[config.mk]
export PLATFORM = sky130hd
export DESIGN_NAME = ad9764_dac_out
export DESIGN_NICKNAME = d
export VERILOG_FILES = /design/src/rtl/ad9764_pkg.sv /design/src/rtl/ad9764_dac_out_fifo.sv /design/src/rtl/ad9764_dac_out.sv
export SDC_FILE = /design/constraint.sdc
export NUM_CORES = 1
export LEC_CHECK = 0
export CAP_MARGIN = 25
export CORE_MARGIN = 2
export CORE_UTILIZATION = 43
export CTS_BUF_LIST = sky130_fd_sc_hd__clkbuf_2
export CTS_CLUSTER_DIAMETER = 50
export CTS_CLUSTER_SIZE = 30
export DETAILED_ROUTE_END_ITERATION = 10
export MAX_ROUTING_LAYER = met4
export PLACE_DENSITY = 0.6
export SLEW_MARGIN = 20
export SYNTH_ARGS = -nofsm -noshare
export SYNTH_HDL_FRONTEND = slang
export SYNTH_SLANG_ARGS = --single-unit
[constraint.sdc]
create_clock -name clk -period 4.4 [get_ports clk]
set_clock_uncertainty 0.2 [all_clocks]
set_input_delay 0.88 -clock clk [delete_from_list [all_inputs] [get_ports clk]]
set_output_delay 0.88 -clock clk [all_outputs]
set_load 0.05 [all_outputs]
[src/rtl/ad9764_pkg.sv]
// Shared definitions for the AD9764 DAC output block: register map,
// CTRL bit positions, sequencer states and STATUS field offsets.
package ad9764_pkg;

   localparam logic [1:0] ADDR_DATA   = 2'd0;
   localparam logic [1:0] ADDR_CTRL   = 2'd1;
   localparam logic [1:0] ADDR_DIV    = 2'd2;
   localparam logic [1:0] ADDR_STATUS = 2'd3;

   localparam int CTRL_EN       = 0;
   localparam int CTRL_UNDR_CLR = 1;

   typedef enum logic [1:0] {
      IDLE  = 2'd0,
      PRIME = 2'd1,
      RUN   = 2'd2
   } dac_state_t;

   localparam int STATUS_EMPTY = 0;
   localparam int STATUS_FULL  = 1;
   localparam int STATUS_STATE = 2;
   localparam int STATUS_LEVEL = 8;

endpackage

[src/rtl/ad9764_dac_out_fifo.sv]
// First-word-fall-through sample FIFO: dout shows the head entry so the
// sequencer can register it in the same cycle it pops.
module dac_sample_fifo #(
   parameter int DATA_W     = 14,
   parameter int FIFO_DEPTH = 16
) (
   input  logic                        clk,
   input  logic                        reset_n,
   input  logic                        flush,
   input  logic                        push,
   input  logic [DATA_W-1:0]           din,
   input  logic                        pop,
   output logic [DATA_W-1:0]           dout,
   output logic                        full,
   output logic                        empty,
   output logic [$clog2(FIFO_DEPTH):0] level
);

   localparam int AW = $clog2(FIFO_DEPTH);
   localparam logic [AW:0]   DEPTH_L = (AW+1)'(FIFO_DEPTH);
   localparam logic [AW:0]   LVL_ONE = (AW+1)'(1);
   localparam logic [AW-1:0] PTR_ONE = AW'(1);

   logic [DATA_W-1:0] r_mem [FIFO_DEPTH];
   logic [AW-1:0]     r_wrPtr;
   logic [AW-1:0]     r_rdPtr;
   logic [AW:0]       r_level;
   logic [AW:0]       w_levelNext;
   logic              r_full;
   logic              r_empty;
   logic              w_doPush;
   logic              w_doPop;

   // Both flags are registered, so a push can never sneak into a full FIFO
   // and a pop of an empty FIFO is simply ignored here.
   assign w_doPush = push & ~r_full;
   assign w_doPop  = pop & ~r_empty;

   always_comb begin
      w_levelNext = r_level;
      if (w_doPush && !w_doPop) begin
         w_levelNext = r_level + LVL_ONE;
      end else if (!w_doPush && w_doPop) begin
         w_levelNext = r_level - LVL_ONE;
      end
   end

   always_ff @(posedge clk) begin
      if (!reset_n || flush) begin
         r_wrPtr <= '0;
         r_rdPtr <= '0;
         r_level <= '0;
         r_full  <= 1'b0;
         r_empty <= 1'b1;
      end else begin
         if (w_doPush) r_wrPtr <= r_wrPtr + PTR_ONE;
         if (w_doPop)  r_rdPtr <= r_rdPtr + PTR_ONE;
         r_level <= w_levelNext;
         r_full  <= (w_levelNext == DEPTH_L);
         r_empty <= (w_levelNext == '0);
      end
   end

   always_ff @(posedge clk) begin
      if (w_doPush) r_mem[r_wrPtr] <= din;
   end

   assign dout  = r_mem[r_rdPtr];
   assign full  = r_full;
   assign empty = r_empty;
   assign level = r_level;

endmodule

[src/rtl/ad9764_dac_out.sv]
// Avalon-MM fed DAC driver: host pushes samples into a FIFO, a rate divider
// pops one per output period and generates a mid-period DAC latch clock.
module ad9764_dac_out
   import ad9764_pkg::*;
#(
   parameter int                 DATA_W      = 14,
   parameter int                 FIFO_DEPTH  = 16,
   parameter int                 START_LEVEL = 8,
   parameter int                 DIV_RESET   = 3,
   parameter logic [DATA_W-1:0]  MIDSCALE    = 14'h2000
) (
   input  logic              clk,
   input  logic              reset_n,
   input  logic              chipselect,
   input  logic [1:0]        address,
   input  logic              write,
   input  logic [31:0]       writedata,
   input  logic              read,
   output logic [31:0]       readdata,
   output logic              waitrequest,
   output logic              dac_clk,
   output logic [DATA_W-1:0] dac_data
);

   localparam int LW = $clog2(FIFO_DEPTH) + 1;
   localparam logic [LW-1:0] START_LVL = LW'(START_LEVEL);

   dac_state_t        r_state;
   dac_state_t        w_stateNext;
   logic              r_enable;
   logic              r_underrun;
   logic [15:0]       r_div;
   logic [15:0]       r_divCur;
   logic [15:0]       r_cnt;
   logic [15:0]       w_divNext;
   logic [15:0]       w_divCurNext;
   logic [15:0]       w_cntNext;
   logic [16:0]       w_halfNext;
   logic              w_dacClkNext;
   logic [DATA_W-1:0] r_dacData;
   logic              r_dacClk;
   logic [31:0]       r_readData;
   logic [31:0]       w_readMux;
   logic              w_pop;
   logic              w_flush;
   logic              w_underrunSet;
   logic              w_dataWr;
   logic              w_ctrlWr;
   logic              w_divWr;
   logic              w_push;
   logic [DATA_W-1:0] w_fifoDout;
   logic              w_full;
   logic              w_empty;
   logic [LW-1:0]     w_level;
   logic [7:0]        w_level8;
   logic              w_unused;

   assign w_dataWr    = chipselect & write & (address == ADDR_DATA);
   assign w_ctrlWr    = chipselect & write & (address == ADDR_CTRL);
   assign w_divWr     = chipselect & write & (address == ADDR_DIV);
   assign w_push      = w_dataWr & ~w_full;
   assign waitrequest = w_dataWr & w_full;
   assign w_level8    = 8'(w_level);
   assign w_unused    = ^writedata[31:16];

   dac_sample_fifo #(
      .DATA_W    (DATA_W),
      .FIFO_DEPTH(FIFO_DEPTH)
   ) u_fifo (
      .clk    (clk),
      .reset_n(reset_n),
      .flush  (w_flush),
      .push   (w_push),
      .din    (writedata[DATA_W-1:0]),
      .pop    (w_pop),
      .dout   (w_fifoDout),
      .full   (w_full),
      .empty  (w_empty),
      .level  (w_level)
   );

   // A zero divider would leave no room for a clock edge, so it becomes 1.
   always_comb begin
      w_divNext = r_div;
      if (w_divWr) begin
         w_divNext = (writedata[15:0] == 16'd0) ? 16'd1 : writedata[15:0];
      end
   end

   always_ff @(posedge clk) begin
      if (!reset_n) r_state <= IDLE;
      else          r_state <= w_stateNext;
   end

   always_comb begin
      w_stateNext   = r_state;
      w_pop         = 1'b0;
      w_flush       = 1'b0;
      w_underrunSet = 1'b0;
      w_cntNext     = r_cnt;
      w_divCurNext  = r_divCur;
      case (r_state)
         IDLE: begin
            w_cntNext    = 16'd0;
            w_divCurNext = w_divNext;
            if (r_enable) w_stateNext = PRIME;
         end
         PRIME: begin
            w_cntNext    = 16'd0;
            w_divCurNext = w_divNext;
            if (!r_enable) begin
               w_stateNext = IDLE;
               w_flush     = 1'b1;
            end else if (w_level >= START_LVL) begin
               w_stateNext = RUN;
               w_pop       = 1'b1;
            end
         end
         RUN: begin
            if (!r_enable) begin
               w_stateNext = IDLE;
               w_flush     = 1'b1;
               w_cntNext   = 16'd0;
            end else if (r_cnt == r_divCur) begin
               // Period boundary: a pending DIV write takes over from here.
               w_cntNext    = 16'd0;
               w_divCurNext = r_div;
               if (w_empty) w_underrunSet = 1'b1;
               else         w_pop         = 1'b1;
            end else begin
               w_cntNext = r_cnt + 16'd1;
            end
         end
         default: begin
            w_stateNext = IDLE;
            w_flush     = 1'b1;
            w_cntNext   = 16'd0;
         end
      endcase
   end

   assign w_halfNext   = ({1'b0, w_divCurNext} + 17'd1) >> 1;
   assign w_dacClkNext = (w_stateNext == RUN) && ({1'b0, w_cntNext} >= w_halfNext);

   always_comb begin
      w_readMux = 32'd0;
      case (address)
         ADDR_CTRL:   w_readMux = {30'd0, r_underrun, r_enable};
         ADDR_DIV:    w_readMux = {16'd0, r_div};
         ADDR_STATUS: w_readMux = {16'd0, w_level8, 4'd0, r_state, w_full, w_empty};
         default:     w_readMux = 32'd0;
      endcase
   end

   always_ff @(posedge clk) begin
      if (!reset_n) begin
         r_enable   <= 1'b0;
         r_underrun <= 1'b0;
         r_div      <= 16'(DIV_RESET);
         r_divCur   <= 16'(DIV_RESET);
         r_cnt      <= 16'd0;
         r_dacData  <= MIDSCALE;
         r_dacClk   <= 1'b0;
         r_readData <= 32'd0;
      end else begin
         r_div    <= w_divNext;
         r_divCur <= w_divCurNext;
         r_cnt    <= w_cntNext;
         r_dacClk <= w_dacClkNext;
         if (w_ctrlWr) r_enable <= writedata[CTRL_EN];
         if (w_underrunSet) begin
            r_underrun <= 1'b1;
         end else if (w_ctrlWr && writedata[CTRL_UNDR_CLR]) begin
            r_underrun <= 1'b0;
         end
         if (w_flush)    r_dacData <= MIDSCALE;
         else if (w_pop) r_dacData <= w_fifoDout;
         if (chipselect && read) r_readData <= w_readMux;
      end
   end

   assign readdata = r_readData;
   assign dac_clk  = r_dacClk;
   assign dac_data = r_dacData;

endmodule

Word level (Yosys, flattened, before mapping)
Memories as Yosys holds them, arrays and structs flattened. A register that Yosys moved wholly into a read port is not among the register bits.
Cells that the tools add are included.
{"block": "classes", "reduce_logical": 17, "mux": 32, "bitwise_logic": 11, "n_addsub": 6, "n_lt_le_gt_ge": 2, "eq_ne": 8}
{"op": "two-way mux 16 bit", "count": 7}
{"op": "case mux 16 bit (3 select lines)", "count": 1}
{"op": "case mux 16 bit (2 select lines)", "count": 1}
{"op": "adder 16 x 1 -> 17 bit (second input constant)", "count": 1}
{"op": "adder 16 x 1 -> 16 bit (second input constant)", "count": 1}
{"op": "== test 16 bit", "count": 1}
{"op": ">= comparator 16 bit", "count": 1}
{"op": "logical NOT 16 bit", "count": 1}
{"op": "two-way mux 1 bit", "count": 14}
{"op": "two-way mux 5 bit", "count": 2}
{"op": "adder 4 x 1 -> 4 bit (second input constant)", "count": 2}
{"op": "AND 1 bit", "count": 8}
{"op": "== test 2 bit (second input constant)", "count": 4}
{"op": "two-way mux 2 bit", "count": 4}
{"op": "case mux 2 bit (3 select lines)", "count": 1}
{"op": "OR reduction 2 bit", "count": 3}
{"op": "adder 5 x 1 -> 5 bit (second input constant)", "count": 1}
{"op": "== test 5 bit (second input constant)", "count": 1}
{"op": ">= comparator 5 x 4 -> 1 bit (second input constant)", "count": 1}
{"op": "logical AND 1 bit", "count": 5}
{"op": "logical NOT 5 bit", "count": 1}
{"op": "subtractor 5 x 1 -> 5 bit (second input constant)", "count": 1}
{"op": "== test 2 x 1 -> 1 bit (second input constant)", "count": 2}
{"op": "logical NOT 2 bit", "count": 2}
{"op": "5 further kinds", "count": 10}
{"block": "word_totals", "reg_bits": 100, "wordCells": 90, "n_memories": 1, "out_inout_bits": 48, "ram_bits": 224}
{"memory": "u_fifo.r_mem", "depth": 16, "width": 14, "rd": 1, "rd_ports_with_merged_regs": 1, "wr": 1, "line_no": "ad9764_dac_out_fifo.sv:24", "rtl": "logic [DATA_W-1:0] r_mem [FIFO_DEPTH];"}

Logic depth before layout (Yosys ltp)
Gate-level depths: netlist (run 1).
{"block": "depth", "ltp_word": 9, "depth_mapped": 19, "mapped_depth_nobuf": 17}

Modules after synthesis
From an unflattened synthesis (run 1), not the netlist that was laid out.
{"block": "hier_totals", "cells_unflattened": 971, "area_unflattened_um2": 14182.4}
{"module": "dac_sample_fifo", "instances": 1, "area_each_um2": 9507.9, "seq_area_each_um2": 7106.8, "cells_per_inst": 429}
{"module": "ad9764_dac_out", "instances": 1, "area_each_um2": 4674.5, "seq_area_each_um2": 1661.6, "cells_per_inst": 542}

Least setup slack after synthesis (run 1)
OpenSTA, ideal clock, no wires.
{"block": "synth_path", "path_type": "input port to flip-flop", "startpoint": "input address[0]", "endpoint": "register r_dacClk, in the netlist dac_clk", "cell_stages": 17, "slack_ns": 0.302, "setup_ns": 0.127, "arrival_time_ns": 3.771, "n_path_buf": 3, "cell_sequence": "buf_2 > nand4b_1 > buf_2 > buf_2 > nor3_1 > a221o_1 > ha_1 > ha_1 > nand2b_1 > a21o_1 > a21o_1 > a21o_1 > a21o_1 > a21oi_1 > nor2b_1 > o211ai_1 > a31oi_1"}
{"block": "synth_between", "elab_chain_cells": 7}
{"element": "start: declaration", "line_no": "ad9764_dac_out.sv:15", "rtl": "input logic [1:0] address,"}
{"element": "== test 2 bit", "line_no": "ad9764_dac_out.sv:60", "rtl": "assign w_divWr = chipselect & write & (address == ADDR_DIV);"}
{"element": "AND 1 bit", "line_no": "ad9764_dac_out.sv:60"}
{"element": "two-way mux 16 bit", "line_no": "ad9764_dac_out.sv:85", "rtl": "if (w_divWr) begin"}
{"element": "case mux 16 bit (2 select lines)", "line_no": "ad9764_dac_out.sv:102", "rtl": "case (r_state)"}
{"element": "via w_divCurNext[1]", "line_no": "ad9764_dac_out.sv:36", "rtl": "logic [15:0] w_divCurNext;"}
{"element": "adder 16 x 1 -> 17 bit", "line_no": "ad9764_dac_out.sv:142", "rtl": "assign w_halfNext = ({1'b0, w_divCurNext} + 17'd1) >> 1;"}
{"element": ">= comparator 16 bit", "line_no": "ad9764_dac_out.sv:143", "rtl": "assign w_dacClkNext = (w_stateNext == RUN) && ({1'b0, w_cntNext} >= w_halfNext);"}
{"element": "logical AND 1 bit", "line_no": "ad9764_dac_out.sv:143"}
{"element": "end signal: assignment", "line_no": "ad9764_dac_out.sv:169", "rtl": "r_dacClk <= w_dacClkNext;"}
{"element": "end: declaration", "line_no": "ad9764_dac_out.sv:41", "rtl": "logic r_dacClk;"}
The timed path passes the listed nets, and every way through them passes these cells.
A chain may end at the register's enable or synchronous reset.

Worst setup path in the final report (run 1)
{"block": "layout_path", "startpoint": "register r_cnt[12]", "endpoint": "register r_dacClk, in the netlist dac_clk"}
{"block": "layout_between", "elab_chain_cells": 7, "elab_cells_between_ends": 11, "classes_between": "add/sub: 2; order compare: 1; eq/ne: 1; mux: 6; reduce/logical: 1"}
{"element": "start: declaration", "line_no": "ad9764_dac_out.sv:34", "rtl": "logic [15:0] r_cnt;"}
{"element": "start signal: assignment", "line_no": "ad9764_dac_out.sv:168", "rtl": "r_cnt <= w_cntNext;"}
{"element": "== test 16 bit", "line_no": "ad9764_dac_out.sv:124", "rtl": "end else if (r_cnt == r_divCur) begin"}
{"element": "two-way mux 16 bit", "line_no": "ad9764_dac_out.sv:124"}
{"element": "two-way mux 16 bit", "line_no": "ad9764_dac_out.sv:120", "rtl": "if (!r_enable) begin"}
{"element": "case mux 16 bit (2 select lines)", "line_no": "ad9764_dac_out.sv:102"}
{"element": "adder 16 x 1 -> 17 bit", "line_no": "ad9764_dac_out.sv:142"}
{"element": ">= comparator 16 bit *", "line_no": "ad9764_dac_out.sv:143"}
{"element": "logical AND 1 bit *", "line_no": "ad9764_dac_out.sv:143"}
Every way passes the cells marked *; elsewhere a longest branch is shown, timed or not.

==> flow_summary_export.csv, run 1 <==
group,metric,value,unit
synthesis,synth-edff-count,224,
pwr,switching_share,26.47,%
synthesis,ys.warnings.count,0,
routing,wl_per_cell,21.47,um
routing,drt_first_iter_violations,593,
setup_path,arrival,4660,ps
sta,maxSlewViolCount,0,
cts,cts_sinks,322,
floorplanning,die_h,184.2,um
worst_hold_path,hold_class,"flip-flop to flip-flop",
setup_path,cp_cell_sequence,"xor2_1 -> nor4_2 -> and4_2 -> buf_4 -> a41oi_1 -> a21oi_1 -> buf_4 -> o21ai_1 -> nor3b_2 -> nand4_1 -> xnor2_1 -> ha_1 -> a21o_1 -> a21o_1 -> a21oi_1 -> nand2_1 -> nand3_1 -> a31oi_1",
synthesis,syn_area,0.01396,mm2
synthesis,synthTopCellsByCount,"edfxtp_1 (224), nor2_1 (116), dfxtp_1 (98)",
global_routing,antenna_found_initial,1,
global_routing,grtUsageTotal,21.35,%
routing,postRouteWirelength,34520,um
cts,clockRootBuffer,"clkbuf_2",
synthesis,ys.flop_type,"edfxtp_1",
run,maxCapViolations,0,
pwr,power.share.clock,30.9,%
setup_path,worstPathMaxFanout,7,
setup_path,max_stage_delay,410,ps
sta,relSlewSlack,42.83,%
setup_path,worstSetupStartpointType,"flip-flop",
cts,clock_path_buffers,3,
floorplanning,core-area,0.03180,mm2
placement,numPortBuffers,54,
sta,layout_worst_path_cycle_share,93.79,%
cts,cts_tree,"done",
placement,dpl.hpwl,23220,um
cts,numCtsBuffers,35,
layout,final.fill_count,2785,
routing,dr_total_vias,8717,
floorplanning,die_x,184.2,um
pwr,cellPowerDensity,320.0,mW/mm2
synthesis,synth.largest_area_cell,"edfxtp_1",
layout,finalInstanceArea,0.01603,mm2
outcome,run_status,"finished, final reports clean",
synthesis,ys_seq_area_share,62.23,%
pwr,p_comb_share,5.3,%
routing,post_drt_via_cell_ratio,5.421,
sta,period_minus_slack,4127,ps
pwr,power.switching,1.358,mW
placement,gp_congestion,0.8728,
synthesis,ys_seq_elements,322,
cts,clock_latency,870,ps
synthesis,synth.avg_cell_area,13.82,um2
floorplanning,rows,65,
layout,utilization,50.42,%
setup_path,crit_required,4930,ps
synthesis,async_reset_ff_share,0,%
pwr,p_leak,5.600,nW
cts,cts_htree_levels,2,
global_routing,grt_max_degree,56,
pwr,ir_drop,216.0,uV
routing,dr.pass1.iters,5,
floorplanning,dieArea,0.03393,mm2
synthesis,ys_types,64,
floorplanning,initial_core_util,43.91,%
cts,cts_hold_buf,0,
global_routing,overflow,0,
sta,fmax,242.3,MHz
layout,nets,1215,
sta,holdWs,295.5,ps
placement,placed_cell_area,0.01555,mm2
routing,drc,0,
setup_path,crit_path_top_delay_cell,"dfxtp_1",
synthesis,postSynthCellCount,1010,
synthesis,netlist.area_leader.share,48.18,%
synthesis,synthTopCellsByArea,"edfxtp_1 (48%), dfxtp_1 (14%), mux4_2 (8.9%)",
sta,rsz0062_at_grt,"no",
routing,antenna_left,0,
setup_path,crit_type,"flip-flop to flip-flop",
pwr,p_seq_share,63.7,%
setup_path,end_kind,"flip-flop",
pwr,p_int,3.772,mW
sta,worstMarginPinSlew,856.3,ps
sta,final_hold_viol_count,0,
cts,path_clk_slew,250,ps
floorplanning,io_pins,87,
synthesis,yosysMostFrequentCell,"edfxtp_1",
global_routing,grt_pass1_vias,8676,
global_routing,grt_pass1_wl,52450,um
sta,final-setup-viol-count,0,
layout,area_growth,14.82,%
layout,layout-drive-gt1-share,21.16,%
## per-stage QoR
stage / worst slack [ps] / power (mW) / std cells / setup TNS [ps]
6_report: 273.3 / 5.130 / 1608 / 0
5_1_grt: 3.628 / 5.332 / 1608 / 0
4_1_cts: 175.2 / 5.190 / 1605 / 0
3_5_place_dp: -465.3 / 3.605 / 1542 / -465.3
3_3_place_gp: -409.0 / 3.602 / 1542 / -409.0
2_1_floorplan: 302.1 / 3.478 / 1025 / 0
## logic make-up (layout without fill, tap and decap cells)
family	count (synthesis)	count (layout)	share of synthesized area [%]
xor gates and xnor gates	52	52	3.316
buffers and inverters	85	232	2.868
AOI/OAI and AO/OA	137	137	6.739
muxes	105	105	12.49
adders and majority gates	30	30	2.688
and+or+nand+nor	278	278	9.643
DFF	322	322	62.23
other	1	17	0.02686
## path summary, 6_finish.rpt
| kind | from | slack (ps) | endpoint | cells after the start |
|---|---|---|---|---|
| max | r_cnt[12]$_SDFF_PN0_ | 270 | dac_clk$_SDFF_PN0_ | 18 |
| min | r_div[14]$_SDFF_PN0_ | 300 | r_div[14]$_SDFF_PN0_ | 2 |
| max reg2reg | r_cnt[12]$_SDFF_PN0_ | 270 | dac_clk$_SDFF_PN0_ | 18 |
| min reg2reg | r_div[14]$_SDFF_PN0_ | 300 | r_div[14]$_SDFF_PN0_ | 2 |
## cell type report
class / instances / area [um2] / share of cell area (%)
inverters: 17 / 63.81 / 0.3980
clock buffers: 41 / 205.2 / 1.280
diodes: 1 / 2.502 / 0.01561
clock inverters: 22 / 252.7 / 1.577
flip-flops and latches: 322 / 8693 / 54.23
well taps: 435 / 544.3 / 3.395
multi-input cells: 618 / 4959 / 30.93
repair buffers: 152 / 1311 / 8.179
## flip-flops by register name, summed over array words and instances, names as in the netlist
register and cells:
u_fifo.level 5, r_state 2, u_fifo.full 1, r_divCur 16, r_underrun 1, r_cnt 16, u_fifo.r_wrPtr 4, r_div 16
dac_clk 1, u_fifo.r_rdPtr 4, r_enable 1, u_fifo.r_mem 224, dac_data 14, u_fifo.empty 1, readdata 16
## cells in the final DEF (no fill, tap or decap), drive strengths merged, types with 8 or more instances in the layout
| master | instances |
|---|---|
| edfxtp | 224 |
| nor2 | 117 |
| buf | 99 |
| dfxtp | 98 |
| mux4 | 55 |
| clkdlybuf4s50 | 53 |
| nand2 | 50 |
| mux2i | 46 |
| a21oi | 42 |
| clkbuf | 41 |
| xor2 | 35 |
| ha | 30 |
| nor3 | 30 |
| inv | 28 |
| o21ai | 22 |
| nand3 | 19 |
| a22oi | 18 |
| xnor2 | 17 |
| conb | 16 |
| and2 | 15 |
| nor4 | 10 |
| a221oi | 9 |
| a21o | 9 |
| clkinv | 8 |
## worst max-delay path, delay by kind of cell, from the launching register on
family	cells	cell delay (ps)
compound gates	7	1020
xor+xnor	2	340
fa+ha+maj	1	310
buf+inv	2	300
flops	1	410
simple gates	6	1440
## timing repair
item	CTS	global route
gates resized for setup	0	3
setup endpoints to repair	0	1
setup buffers	0	2
## metal layers
layer,vias to the layer above,GRT usage (%),part of all wire (%)
met5,-,-,0
li1,4070,-,-
met3,52,2.430,4.4
met2,232,34.46,48
met1,4363,29.25,45
met4,0,4.960,1.8
## power by group through the flow
stage                     logic [mW]  clock network [mW]  registers, mW
final                          0.274                1.59           3.27
after global routing           0.297                1.76           3.27
after CTS                      0.274                1.65           3.27
after global placement         0.270                   0           3.33
after floorplan                0.146                   0           3.33
after detailed placement       0.273                   0           3.33
Power figures use the tool's default switching activity.
==> run 2: changes to the inputs <==
Settings changed: CAP_MARGIN 25 to not set.
==> results of run 2 <==
Same layout as run 1: the final DEF is identical, and so are final timing and power.
